$ cat src/rtl/snd_vramctrl_if.sv
// AXI4 read-channel bundle (AR + R) between the sound VRAM fetcher and the memory side.
interface snd_vramctrl_if;
    logic [31:0] ARADDR;
    logic [7:0]  ARLEN;
    logic [2:0]  ARSIZE;
    logic [1:0]  ARBURST;
    logic        ARVALID;
    logic        ARREADY;
    logic [31:0] RDATA;
    logic [1:0]  RRESP;
    logic        RLAST;
    logic        RVALID;
    logic        RREADY;

    modport master (
        output ARADDR, ARLEN, ARSIZE, ARBURST, ARVALID, RREADY,
        input  ARREADY, RDATA, RRESP, RLAST, RVALID
    );

    modport slave (
        input  ARADDR, ARLEN, ARSIZE, ARBURST, ARVALID, RREADY,
        output ARREADY, RDATA, RRESP, RLAST, RVALID
    );
endinterface

$ cat src/rtl/snd_vramctrl.sv
// AXI4 read master streaming sound samples from VRAM into the sound FIFO,
// one INCR burst at a time, gated by FIFO fill level and playback state.
module snd_vramctrl #(
    parameter logic [9:0] FIFO_THRESH = 10'd960
) (
    input  logic           ACLK,
    input  logic           ARST_N,
    input  logic           RST,
    input  logic           PLAY,
    input  logic [31:0]    ADDR,
    input  logic [7:0]     LEN,
    input  logic           REM_EMPTY,
    input  logic [9:0]     WR_DATA_CNT,
    input  logic           FIFO_FIN,
    output logic           FIFO_WR,
    output logic [31:0]    FIFO_DIN,
    output logic           BUSY,
    output logic           ERR,
    snd_vramctrl_if.master axi
);

    typedef enum logic [1:0] {
        ST_IDLE   = 2'd0,
        ST_ARREQ  = 2'd1,
        ST_RDATA  = 2'd2,
        ST_SETTLE = 2'd3
    } state_e;

    state_e      state_q, state_d;
    logic [31:0] araddr_q, araddr_d;
    logic [7:0]  arlen_q, arlen_d;
    logic [7:0]  beat_cnt_q, beat_cnt_d;
    logic        discard_q, discard_d;
    logic        err_q, err_d;
    logic        fifo_wr_q, fifo_wr_d;
    logic [31:0] fifo_din_q, fifo_din_d;

    logic issue;
    logic beat;
    logic beat_err;

    assign issue = (state_q == ST_IDLE) && PLAY && !RST && !REM_EMPTY && !FIFO_FIN
                   && (WR_DATA_CNT <= FIFO_THRESH);
    // RREADY is high throughout RDATA, so RVALID alone marks an accepted beat.
    assign beat  = (state_q == ST_RDATA) && axi.RVALID;
    assign beat_err = (axi.RRESP != 2'b00)
                      || ( axi.RLAST && (beat_cnt_q != arlen_q))
                      || (!axi.RLAST && (beat_cnt_q == arlen_q));

    // State register and datapath flops.
    // NOTE: sequential state uses non-blocking assignments so every flop samples pre-edge values.
    always_ff @(posedge ACLK or negedge ARST_N) begin
        if (!ARST_N) begin
            state_q    <= ST_IDLE;
            araddr_q   <= '0;
            arlen_q    <= '0;
            beat_cnt_q <= '0;
            discard_q  <= 1'b0;
            err_q      <= 1'b0;
            fifo_wr_q  <= 1'b0;
            fifo_din_q <= '0;
        end else begin
            state_q    <= state_d;
            araddr_q   <= araddr_d;
            arlen_q    <= arlen_d;
            beat_cnt_q <= beat_cnt_d;
            discard_q  <= discard_d;
            err_q      <= err_d;
            fifo_wr_q  <= fifo_wr_d;
            fifo_din_q <= fifo_din_d;
        end
    end

    // Next-state logic. AR is never withdrawn, so soft reset only flags the burst for discard.
    always_comb begin
        // NOTE: default first so every path assigns state_d and no latch is inferred.
        state_d = state_q;
        case (state_q)
            ST_IDLE:   if (issue)                 state_d = ST_ARREQ;
            ST_ARREQ:  if (axi.ARREADY)           state_d = ST_RDATA;
            ST_RDATA:  if (beat && axi.RLAST)     state_d = ST_SETTLE;
            ST_SETTLE:                            state_d = ST_IDLE;
            default:                              state_d = ST_IDLE;
        endcase
    end

    // Datapath next values: address latch, beat counting, discard, error and FIFO push.
    always_comb begin
        araddr_d   = araddr_q;
        arlen_d    = arlen_q;
        beat_cnt_d = beat_cnt_q;
        discard_d  = discard_q;
        err_d      = err_q;
        fifo_wr_d  = 1'b0;
        fifo_din_d = fifo_din_q;

        if (issue) begin
            araddr_d   = ADDR;
            arlen_d    = LEN;
            beat_cnt_d = '0;
            discard_d  = 1'b0;
        end else begin
            if (beat)
                beat_cnt_d = beat_cnt_q + 8'd1;
            if (RST && ((state_q == ST_ARREQ) || (state_q == ST_RDATA)))
                discard_d = 1'b1;
        end

        if (RST)
            err_d = 1'b0;
        else if (beat && beat_err)
            err_d = 1'b1;

        // A beat arriving in the same cycle as the soft reset is already discarded.
        if (beat && !discard_q && !RST) begin
            fifo_wr_d  = 1'b1;
            fifo_din_d = axi.RDATA;
        end
    end

    // Output logic.
    always_comb begin
        axi.ARVALID = (state_q == ST_ARREQ);
        axi.RREADY  = (state_q == ST_RDATA);
        BUSY        = (state_q != ST_IDLE);
    end

    assign axi.ARADDR  = araddr_q;
    assign axi.ARLEN   = arlen_q;
    assign axi.ARSIZE  = 3'b010;
    assign axi.ARBURST = 2'b01;
    assign FIFO_WR     = fifo_wr_q;
    assign FIFO_DIN    = fifo_din_q;
    assign ERR         = err_q;

endmodule

$ cat src/flat_wrapper.sv
// flat-port wrapper written by rule: the top's interface ports become plain ports
module snd_vramctrl_flat 
#(
    parameter logic [9:0] FIFO_THRESH = 10'd960
)
  (ACLK, ARST_N, RST, PLAY, ADDR, LEN, REM_EMPTY, WR_DATA_CNT, FIFO_FIN, FIFO_WR, FIFO_DIN, BUSY, ERR, axi_ARADDR, axi_ARLEN, axi_ARSIZE, axi_ARBURST, axi_ARVALID, axi_RREADY, axi_ARREADY, axi_RDATA, axi_RRESP, axi_RLAST, axi_RVALID);
  snd_vramctrl_if axi_i ();
  input  logic ACLK;
  input  logic ARST_N;
  input  logic RST;
  input  logic PLAY;
  input  logic [31:0] ADDR;
  input  logic [7:0] LEN;
  input  logic REM_EMPTY;
  input  logic [9:0] WR_DATA_CNT;
  input  logic FIFO_FIN;
  output logic FIFO_WR;
  output logic [31:0] FIFO_DIN;
  output logic BUSY;
  output logic ERR;
  output wire logic [$bits(axi_i.ARADDR)-1:0] axi_ARADDR;
  output wire logic [$bits(axi_i.ARLEN)-1:0] axi_ARLEN;
  output wire logic [$bits(axi_i.ARSIZE)-1:0] axi_ARSIZE;
  output wire logic [$bits(axi_i.ARBURST)-1:0] axi_ARBURST;
  output wire logic [$bits(axi_i.ARVALID)-1:0] axi_ARVALID;
  output wire logic [$bits(axi_i.RREADY)-1:0] axi_RREADY;
  input wire logic [$bits(axi_i.ARREADY)-1:0] axi_ARREADY;
  input wire logic [$bits(axi_i.RDATA)-1:0] axi_RDATA;
  input wire logic [$bits(axi_i.RRESP)-1:0] axi_RRESP;
  input wire logic [$bits(axi_i.RLAST)-1:0] axi_RLAST;
  input wire logic [$bits(axi_i.RVALID)-1:0] axi_RVALID;
  assign axi_ARADDR = axi_i.ARADDR;
  assign axi_ARLEN = axi_i.ARLEN;
  assign axi_ARSIZE = axi_i.ARSIZE;
  assign axi_ARBURST = axi_i.ARBURST;
  assign axi_ARVALID = axi_i.ARVALID;
  assign axi_RREADY = axi_i.RREADY;
  assign axi_i.ARREADY = axi_ARREADY;
  assign axi_i.RDATA = axi_RDATA;
  assign axi_i.RRESP = axi_RRESP;
  assign axi_i.RLAST = axi_RLAST;
  assign axi_i.RVALID = axi_RVALID;
  snd_vramctrl #(.FIFO_THRESH(FIFO_THRESH)) u_core (.ACLK(ACLK), .ARST_N(ARST_N), .RST(RST), .PLAY(PLAY), .ADDR(ADDR), .LEN(LEN), .REM_EMPTY(REM_EMPTY), .WR_DATA_CNT(WR_DATA_CNT), .FIFO_FIN(FIFO_FIN), .FIFO_WR(FIFO_WR), .FIFO_DIN(FIFO_DIN), .BUSY(BUSY), .ERR(ERR), .axi(axi_i));
endmodule
$ cat config.mk
export PLATFORM = sky130hd
export DESIGN_NAME = snd_vramctrl_flat
export DESIGN_NICKNAME = d
export VERILOG_FILES = /design/src/rtl/snd_vramctrl_if.sv /design/src/rtl/snd_vramctrl.sv /design/src/flat_wrapper.sv
export SDC_FILE = /design/constraint.sdc
export NUM_CORES = 1
export LEC_CHECK = 0
export ABC_AREA = 1
export BUFFER_PORTS_ARGS = -buffer_cell sky130_fd_sc_hd__buf_2
export CAP_MARGIN = 20
export CELL_PAD_IN_SITES_DETAIL_PLACEMENT = 2
export CELL_PAD_IN_SITES_GLOBAL_PLACEMENT = 2
export CORE_MARGIN = 1
export CORE_UTILIZATION = 22
export CTS_CLUSTER_DIAMETER = 200
export DETAILED_ROUTE_END_ITERATION = 16
export PLACE_DENSITY_LB_ADDON = 0.1
export SLEW_MARGIN = 25
export SYNTH_ARGS = -nofsm -noshare
export SYNTH_HDL_FRONTEND = slang
export SYNTH_SLANG_ARGS = --single-unit
$ cat constraint.sdc
create_clock -name ACLK -period 1.5 [get_ports ACLK]
set_clock_uncertainty 0.1 [all_clocks]
set_input_delay 0.3 -clock ACLK [delete_from_list [all_inputs] [get_ports ACLK]]
set_output_delay 0.3 -clock ACLK [all_outputs]
set_load 0.005 [all_outputs]
==> run_results.csv, run 1 <==
group,metric,value,unit
setup_path,path_class,"flop to flop",
global_routing,grt_pass1_wl,20600,um
worst_hold_path,hold_path.class,"input port to flop",
sta,finalCriticalPeriod,1.74,ns
clock_network,clk_latency,0.34,ns
clock_network,cts_tree,"yes",
die,initial_core_util,22.5,%
setup_path,cp-start-kind,"flop",
finish,fillers,1789,
detailed_routing,viasPerCell,4.24,
clock_network,clock_sinks,85,
global_routing,grt_pass1_vias,4004,
finish,multi_input_area,1580,sq um
finish,nets,729,
finish,area_delta_synth_final,65.3,%
die,die_h,129,um
finish,layout-drive-gt1-share,48.1,%
placement,placed_cells,813,
global_routing,grt_overflow,0,
sta,relSlewSlack,63.8,%
placement,dp_hpwl,8750,um
clock_network,clk_root_buffer_cell,"clkbuf_16",
sta,maxSlewViolCount,0,
detailed_routing,wl_per_cell,16.3,um
finish,fin_util,37.2,%
die,ios,175,
finish,final_cells,853,
setup_path,critPathArrivalTime,1.87,ns
logic_synthesis,yosysSeqAreaShare,59.7,%
die,die_w,129,um
logic_synthesis,ys_ff_latch,85,
detailed_routing,drc,0,
logic_synthesis,synthesis.area,3560,sq um
die,num_rows,46,
outcome,status,"finished, violations left",
power,leakage,3.26,nW
finish,seq_area,2130,sq um
setup_path,end_kind,"flop",
die,fp.dieArea,16700,sq um
detailed_routing,vias,3616,
logic_synthesis,syn_inst,427,
setup_path,required,1.63,ns
die,core-area,15800,sq um
logic_synthesis,synth_cell_types,21,
global_routing,grt_util_all_layers,16.4,%
detailed_routing,ant_nets,0,
logic_synthesis,avgSynthCellArea,8.35,sq um
detailed_routing,first_pass_iters,4,
sta,min_period_over_period,116,%
sta,fin_ws,-0.242,ns
outcome,violations,"setup timing",
power,power.density,1780,nW/um^2
setup_path,ff2ff_setup_slack,-0.24,ns
sta,whs,0.0539,ns
logic_synthesis,yosys_warnings,0,
sta,fmax,0.574,GHz
sta,tightest_slew,0.542,ns
power,vdd_drop_max,0.629,mV
setup_path,critPathMaxFanout,13,
placement,portBuffers,169,
clock_network,clk_path_buf_depth,2,
power,power,0.0105,W
clock_network,cts_buffers,9,
clock_network,clkTransAtPathRegs,0.07,ns
detailed_routing,first_iter_violations,61,
detailed_routing,drt-total-wl,13900,um
global_routing,grt_max_degree,86,
sta,rsz0062_at_grt,"true",
sta,setup_viol,87,
sta,hold_viol,0,
clock_network,htree_levels,3,
global_routing,antenna_found_initial,0,
sta,finalSetupTns,-17.15,ns
placement,place_congestion,0.703,
job,maxCapViolCount,0,
cell usage in the layout, fill, tap and decap left out, types with 3 or more instances in the layout:
cell | netlist | routed
a21oi_1 | 6 | 4
buf_12 | 0 | 7
buf_16 | 0 | 4
buf_2 | 7 | 166
buf_4 | 6 | 15
buf_6 | 1 | 11
bufinv_16 | 0 | 3
clkbuf_16 | 0 | 12
conb_1 | 2 | 5
dfrtp_1 | 85 | 85
ha_4 | 0 | 3
inv_1 | 21 | 14
inv_2 | 2 | 7
nand2_1 | 241 | 194
nand2_2 | 1 | 41
nand2_4 | 0 | 6
nand3_1 | 5 | 3
nor2_1 | 15 | 10
nor2_2 | 0 | 5
nor3_2 | 1 | 4
nor3_4 | 0 | 3
o21ai_1 | 0 | 4
xnor2_1 | 4 | 3
synthesized netlist by cell type (all sizes together):
master	count	share of area (%)
conb	2	0.21
clkbuf	6	0.63
inv	23	2.4
o21a	1	0.21
nand2	242	26
buf	14	2.6
nor3	7	1.1
xnor2	4	0.98
a21oi	6	0.84
ha	5	1.8
nor2	15	1.6
o21ai	10	1.4
dfrtp	85	60
nand3	5	0.70
nand4	1	0.18
nor4	1	0.18
timing repair:
item                                   4_1_cts  5_1_grt
cloned                                       5        5
endpoints found under the hold margin       85        0
hold buffers                                 1        0
buffers inserted                             8        7
resized for setup                           63       62
pin swaps                                    7        5
setup endpoints to repair                   87       88
state kept, by name, summed over array words and instances (netlist names):
register / cells
u_core.FIFO_WR: 1
u_core.state_q: 2
u_core.beat_cnt_q: 8
u_core.discard_q: 1
u_core.axi.ARLEN: 8
u_core.axi.ARADDR: 32
u_core.FIFO_DIN: 32
u_core.ERR: 1
cell families after synthesis:
group / synth area share [%]
and+or+nand+nor: 29.3
DFF: 59.7
buffers and inverters: 5.62
AOI/OAI and AO/OA: 2.46
adders and majority gates: 1.76
xor gates and xnor gates: 0.983
other: 0.211
per-stage QoR:
| stage | area [sq um] | setup WS (ns) |
|---|---|---|
| floorplan | 3660 | -0.0539 |
| global placement | 4830 | -0.209 |
| detailed placement | 4830 | -0.381 |
| CTS | 5590 | -0.217 |
| global route | 5890 | -0.317 |
| finish | 5890 | -0.242 |
worst max-delay path: stages (launching register included):
cell and delay [ns]:
dfrtp_1 0.39, inv_2 0.12, ha_4 0.16, nand2_4 0.05, nor4_4 0.20, nand2_2 0.17
buf_6 0.17, clkbuf_16 0.17, nand2_1 0.06, nand2_1 0.05
power breakdown:
group | switching [W] | total (W) | internal (W)
Clock | 0.000982 | 0.00266 | 0.00168
Combinational | 0.00189 | 0.00381 | 0.00192
Sequential | 0.000710 | 0.00401 | 0.00330
Total | 0.00358 | 0.0105 | 0.00690
metal layers:
layer | up-vias | wire length (um) | GRT usage (%)
met1 | 1814 | 5910 | 18.2
met2 | 94 | 6950 | 29.7
met3 | 14 | 770 | 4.38
li1 | 1694 | - | -
met5 | - | 0 | 0
met4 | 0 | 237 | 6.37
worst paths after layout:
kind                                                      start  cells after the start                                 to
worst max-delay path              u_core.state_q[0]$_DFFE_PN0P_                      9  u_core.axi.ARADDR[11]$_DFFE_PN0N_
worst min-delay path                                   ADDR[19]                      3  u_core.axi.ARADDR[19]$_DFFE_PN0N_
worst max register to register    u_core.state_q[0]$_DFFE_PN0P_                      9  u_core.axi.ARADDR[11]$_DFFE_PN0N_
worst min register to register  u_core.FIFO_DIN[24]$_DFFE_PN0P_                      2    u_core.FIFO_DIN[24]$_DFFE_PN0P_
max in group asynchronous                                ARST_N                      3     u_core.FIFO_DIN[7]$_DFFE_PN0P_
min in group asynchronous                                ARST_N                      3    u_core.axi.ARLEN[3]$_DFFE_PN0N_
area by class of cell:
type	count	area share, %
flip-flops and latches	85	36.1
well taps	216	4.59
repair inverters	2	0.467
repair buffers	208	24.1
clock buffers	11	4.12
clock inverters	5	1.81
inverters	23	2.00
diodes	1	0.0425
multi-input cells	302	26.8
No activity file was read; power rests on OpenSTA's default activity.
==> run 2, diff against run 1 <==
--- a/config.mk
+++ b/config.mk
@@ -5,15 +5,15 @@
 export SDC_FILE = /design/constraint.sdc
 export NUM_CORES = 1
 export LEC_CHECK = 0
-export ABC_AREA = 1
 export BUFFER_PORTS_ARGS = -buffer_cell sky130_fd_sc_hd__buf_2
 export CAP_MARGIN = 20
 export CELL_PAD_IN_SITES_DETAIL_PLACEMENT = 2
 export CELL_PAD_IN_SITES_GLOBAL_PLACEMENT = 2
 export CORE_MARGIN = 1
-export CORE_UTILIZATION = 22
+export CORE_UTILIZATION = 26
 export CTS_CLUSTER_DIAMETER = 200
 export DETAILED_ROUTE_END_ITERATION = 16
+export HOLD_SLACK_MARGIN = 0.12
 export PLACE_DENSITY_LB_ADDON = 0.1
 export SLEW_MARGIN = 25
 export SYNTH_ARGS = -nofsm -noshare
==> run 2 against run 1 <==
  * The flow still finishes with violations (setup timing)
  * Critical path depth down 1
  * Area after synthesis down 0.49%
  * Final cell count down 15%
  * First-iteration DRC count down 18%
  * Flip-flop and latch count unchanged
==> run_results.csv, run 2 <==
group,metric,value,unit
logic_synthesis,synth_flop_cell,"dfrtp_1",
sta,maxSlewViolCount,0,
clock_network,clk_latency,0.33,ns
detailed_routing,first_pass_iters,4,
logic_synthesis,synth_top_area_cell,"dfrtp_1",
detailed_routing,vias,3091,
setup_path,end_kind,"flop",
outcome,violations,"setup timing",
clock_network,clock_sinks,85,
setup_path,path_class,"flop to flop",
detailed_routing,ant_nets,0,
finish,design_area,6490,sq um
outcome,status,"finished, violations left",
clock_network,clk_root_buffer_cell,"clkbuf_16",
sta,min_period_over_period,126,%
power,power.density,1540,nW/um^2
setup_path,required,1.62,ns
logic_synthesis,synthArstFlopShare,100,%
die,die_w,119,um
clock_network,cts_buffers,9,
sta,fin_ws,-0.386,ns
finish,seq_area,2130,sq um
global_routing,grt_util_all_layers,17.2,%
setup_path,cp-start-kind,"flop",
power,power,0.0100,W
die,initial_core_util,26.7,%
setup_path,critPathMaxFanout,5,
placement,portBuffers,169,
logic_synthesis,synth.most_common_cell,"dfrtp_1",
setup_path,slowest_delay,0.39,ns
setup_path,cp_top_family,"buffers and inverters",
setup_path,ff2ff_setup_slack,-0.39,ns
finish,multi_input_area,1530,sq um
placement,place_congestion,0.672,
finish,layout_commonest_cell,"buf_2",
die,num_rows,42,
logic_synthesis,yosys_warnings,0,
clock_network,cts_tree,"yes",
finish,nets,638,
placement,placed_cells,609,
logic_synthesis,yosys-top-cells-count,"dfrtp_1, mux2_2, xnor2_1, mux2_4, nor2_1",
setup_path,cp_cell_sequence,"inv_2 > ha_4 > inv_4 > nor4_4 > buf_6 > buf_8 > clkbuf_16 > mux2_4",
finish,area_delta_synth_final,82.9,%
finish,most-common-layout-cells,"buf_2, dfrtp_1, dlygate4sd3_1, mux2_4",
logic_synthesis,synthesis.area,3550,sq um
finish,n_antenna_cell,0,
logic_synthesis,synth_cell_types,29,
worst_hold_path,hold_path.class,"input port to flop",
die,fp.dieArea,14100,sq um
logic_synthesis,yosysSeqAreaShare,60.0,%
detailed_routing,viasPerCell,4.29,
sta,setup_viol,88,
die,ios,175,
power,leakage,3.29,nW
setup_path,crit_slowest_cell,"dfrtp_1",
die,core-area,13300,sq um
clock_network,htree_levels,3,
sta,finalCriticalPeriod,1.89,ns
sta,rsz0062_at_grt,"true",
global_routing,grt_overflow,0,
job,maxCapViolCount,0,
clock_network,clk_path_buf_depth,2,
finish,layout-drive-gt1-share,61.3,%
finish,final_cells,721,
logic_synthesis,synth_enable_flop_cells,0,
global_routing,grt_max_degree,40,
logic_synthesis,ys_ff_latch,85,
sta,fmax,0.530,GHz
placement,dp_slack,-0.486,ns
placement,post_dp_cell_area,4860,sq um
global_routing,grt_pass1_wl,18600,um
global_routing,antenna_found_initial,0,
clock_network,clkTransAtPathRegs,0.06,ns
power,vdd_drop_max,0.654,mV
detailed_routing,wl_per_cell,17.6,um
die,die_h,119,um
logic_synthesis,syn_inst,240,
placement,dp_hpwl,7150,um
global_routing,grt_pass1_vias,3446,
detailed_routing,first_iter_violations,50,
logic_synthesis,synth_top_cell_area_share,60.0,%
setup_path,critPathArrivalTime,2.00,ns
detailed_routing,drt-total-wl,12700,um
detailed_routing,drc,0,
sta,hold_viol,0,
logic_synthesis,avgSynthCellArea,14.8,sq um
finish,fillers,1320,
setup_path,cp_num_buf_inv,5,
logic_synthesis,synthTopCellsByArea,"dfrtp_1, mux2_2, mux2_4, xnor2_1, ha_1",
run 2: final timing paths:
kind | start | endpoint | cells after the start
max in group asynchronous | ARST_N | u_core.FIFO_DIN[0]$_DFFE_PN0P_ | 3
min reg2reg | u_core.FIFO_DIN[30]$_DFFE_PN0P_ | u_core.FIFO_DIN[30]$_DFFE_PN0P_ | 1
max reg2reg | u_core.state_q[1]$_DFFE_PN0P_ | u_core.axi.ARLEN[2]$_DFFE_PN0N_ | 8
min in group asynchronous | ARST_N | u_core.FIFO_DIN[20]$_DFFE_PN0P_ | 2
max | u_core.state_q[1]$_DFFE_PN0P_ | u_core.axi.ARLEN[2]$_DFFE_PN0N_ | 8
min | RST | u_core.ERR$_DFFE_PN0P_ | 3
run 2: final cells by class:
cell class | count | share of cell area (%)
multi-input combinational | 142 | 23.6
clock inverter | 6 | 0.617
inverter | 3 | 0.212
tap | 176 | 3.39
timing repair buffer | 299 | 35.8
clock buffer | 10 | 3.53
sequential | 85 | 32.8
run 2: logic make-up after synthesis:
logic type	synth area share [%]
buffers and inverters	3.28
flip-flops	60.0
adder cells (fa/ha/maj)	1.76
XOR/XNOR	3.46
AO/OA/AOI/OAI	2.01
multiplexers	24.2
other	0.212
AND/OR/NAND/NOR	5.08
run 2: routing by layer:
layer	vias to the layer above	track usage, %	wire (um)
met5	-	0	0
met4	0	5.70	148
met3	9	4.58	690
met2	97	30.2	6600
met1	1557	20.4	5280
li1	1428	-	-
run 2: report_power, final:
part / internal (W) / leakage [nW] / switching (W)
Combinational: 0.00261 / 2.06 / 0.00149
Sequential: 0.00324 / 1.10 / 0.000604
Clock: 0.00112 / 0.120 / 0.000957
run 2: worst reg2reg max path: stages, from the launching register on:
cell	delay, ns
dfrtp_1	0.39
inv_2	0.09
ha_4	0.14
inv_4	0.03
nor4_4	0.26
buf_6	0.15
buf_8	0.14
clkbuf_16	0.16
mux2_4	0.30
run 2: repair_timing:
item                       CTS  global route
buffers inserted            11             8
setup endpoints to repair   87            89
pin swaps                    7             4
hold buffers                73             0
gates cloned                 3             7
resized for setup           39            31
hold endpoints to repair   102             0
run 2: per-stage QoR:
step | util [%] | TNS [ns] | hold WS [ns]
after detailed placement | 36.6 | -30.63 | 0.147
after global placement | 36.6 | -27.41 | 0.144
after CTS | 46.6 | -27.85 | 0.266
after floorplan | - | -23.64 | -0.0956
after global routing | 48.8 | -34.11 | 0.281
final | 48.8 | -28.33 | 0.274
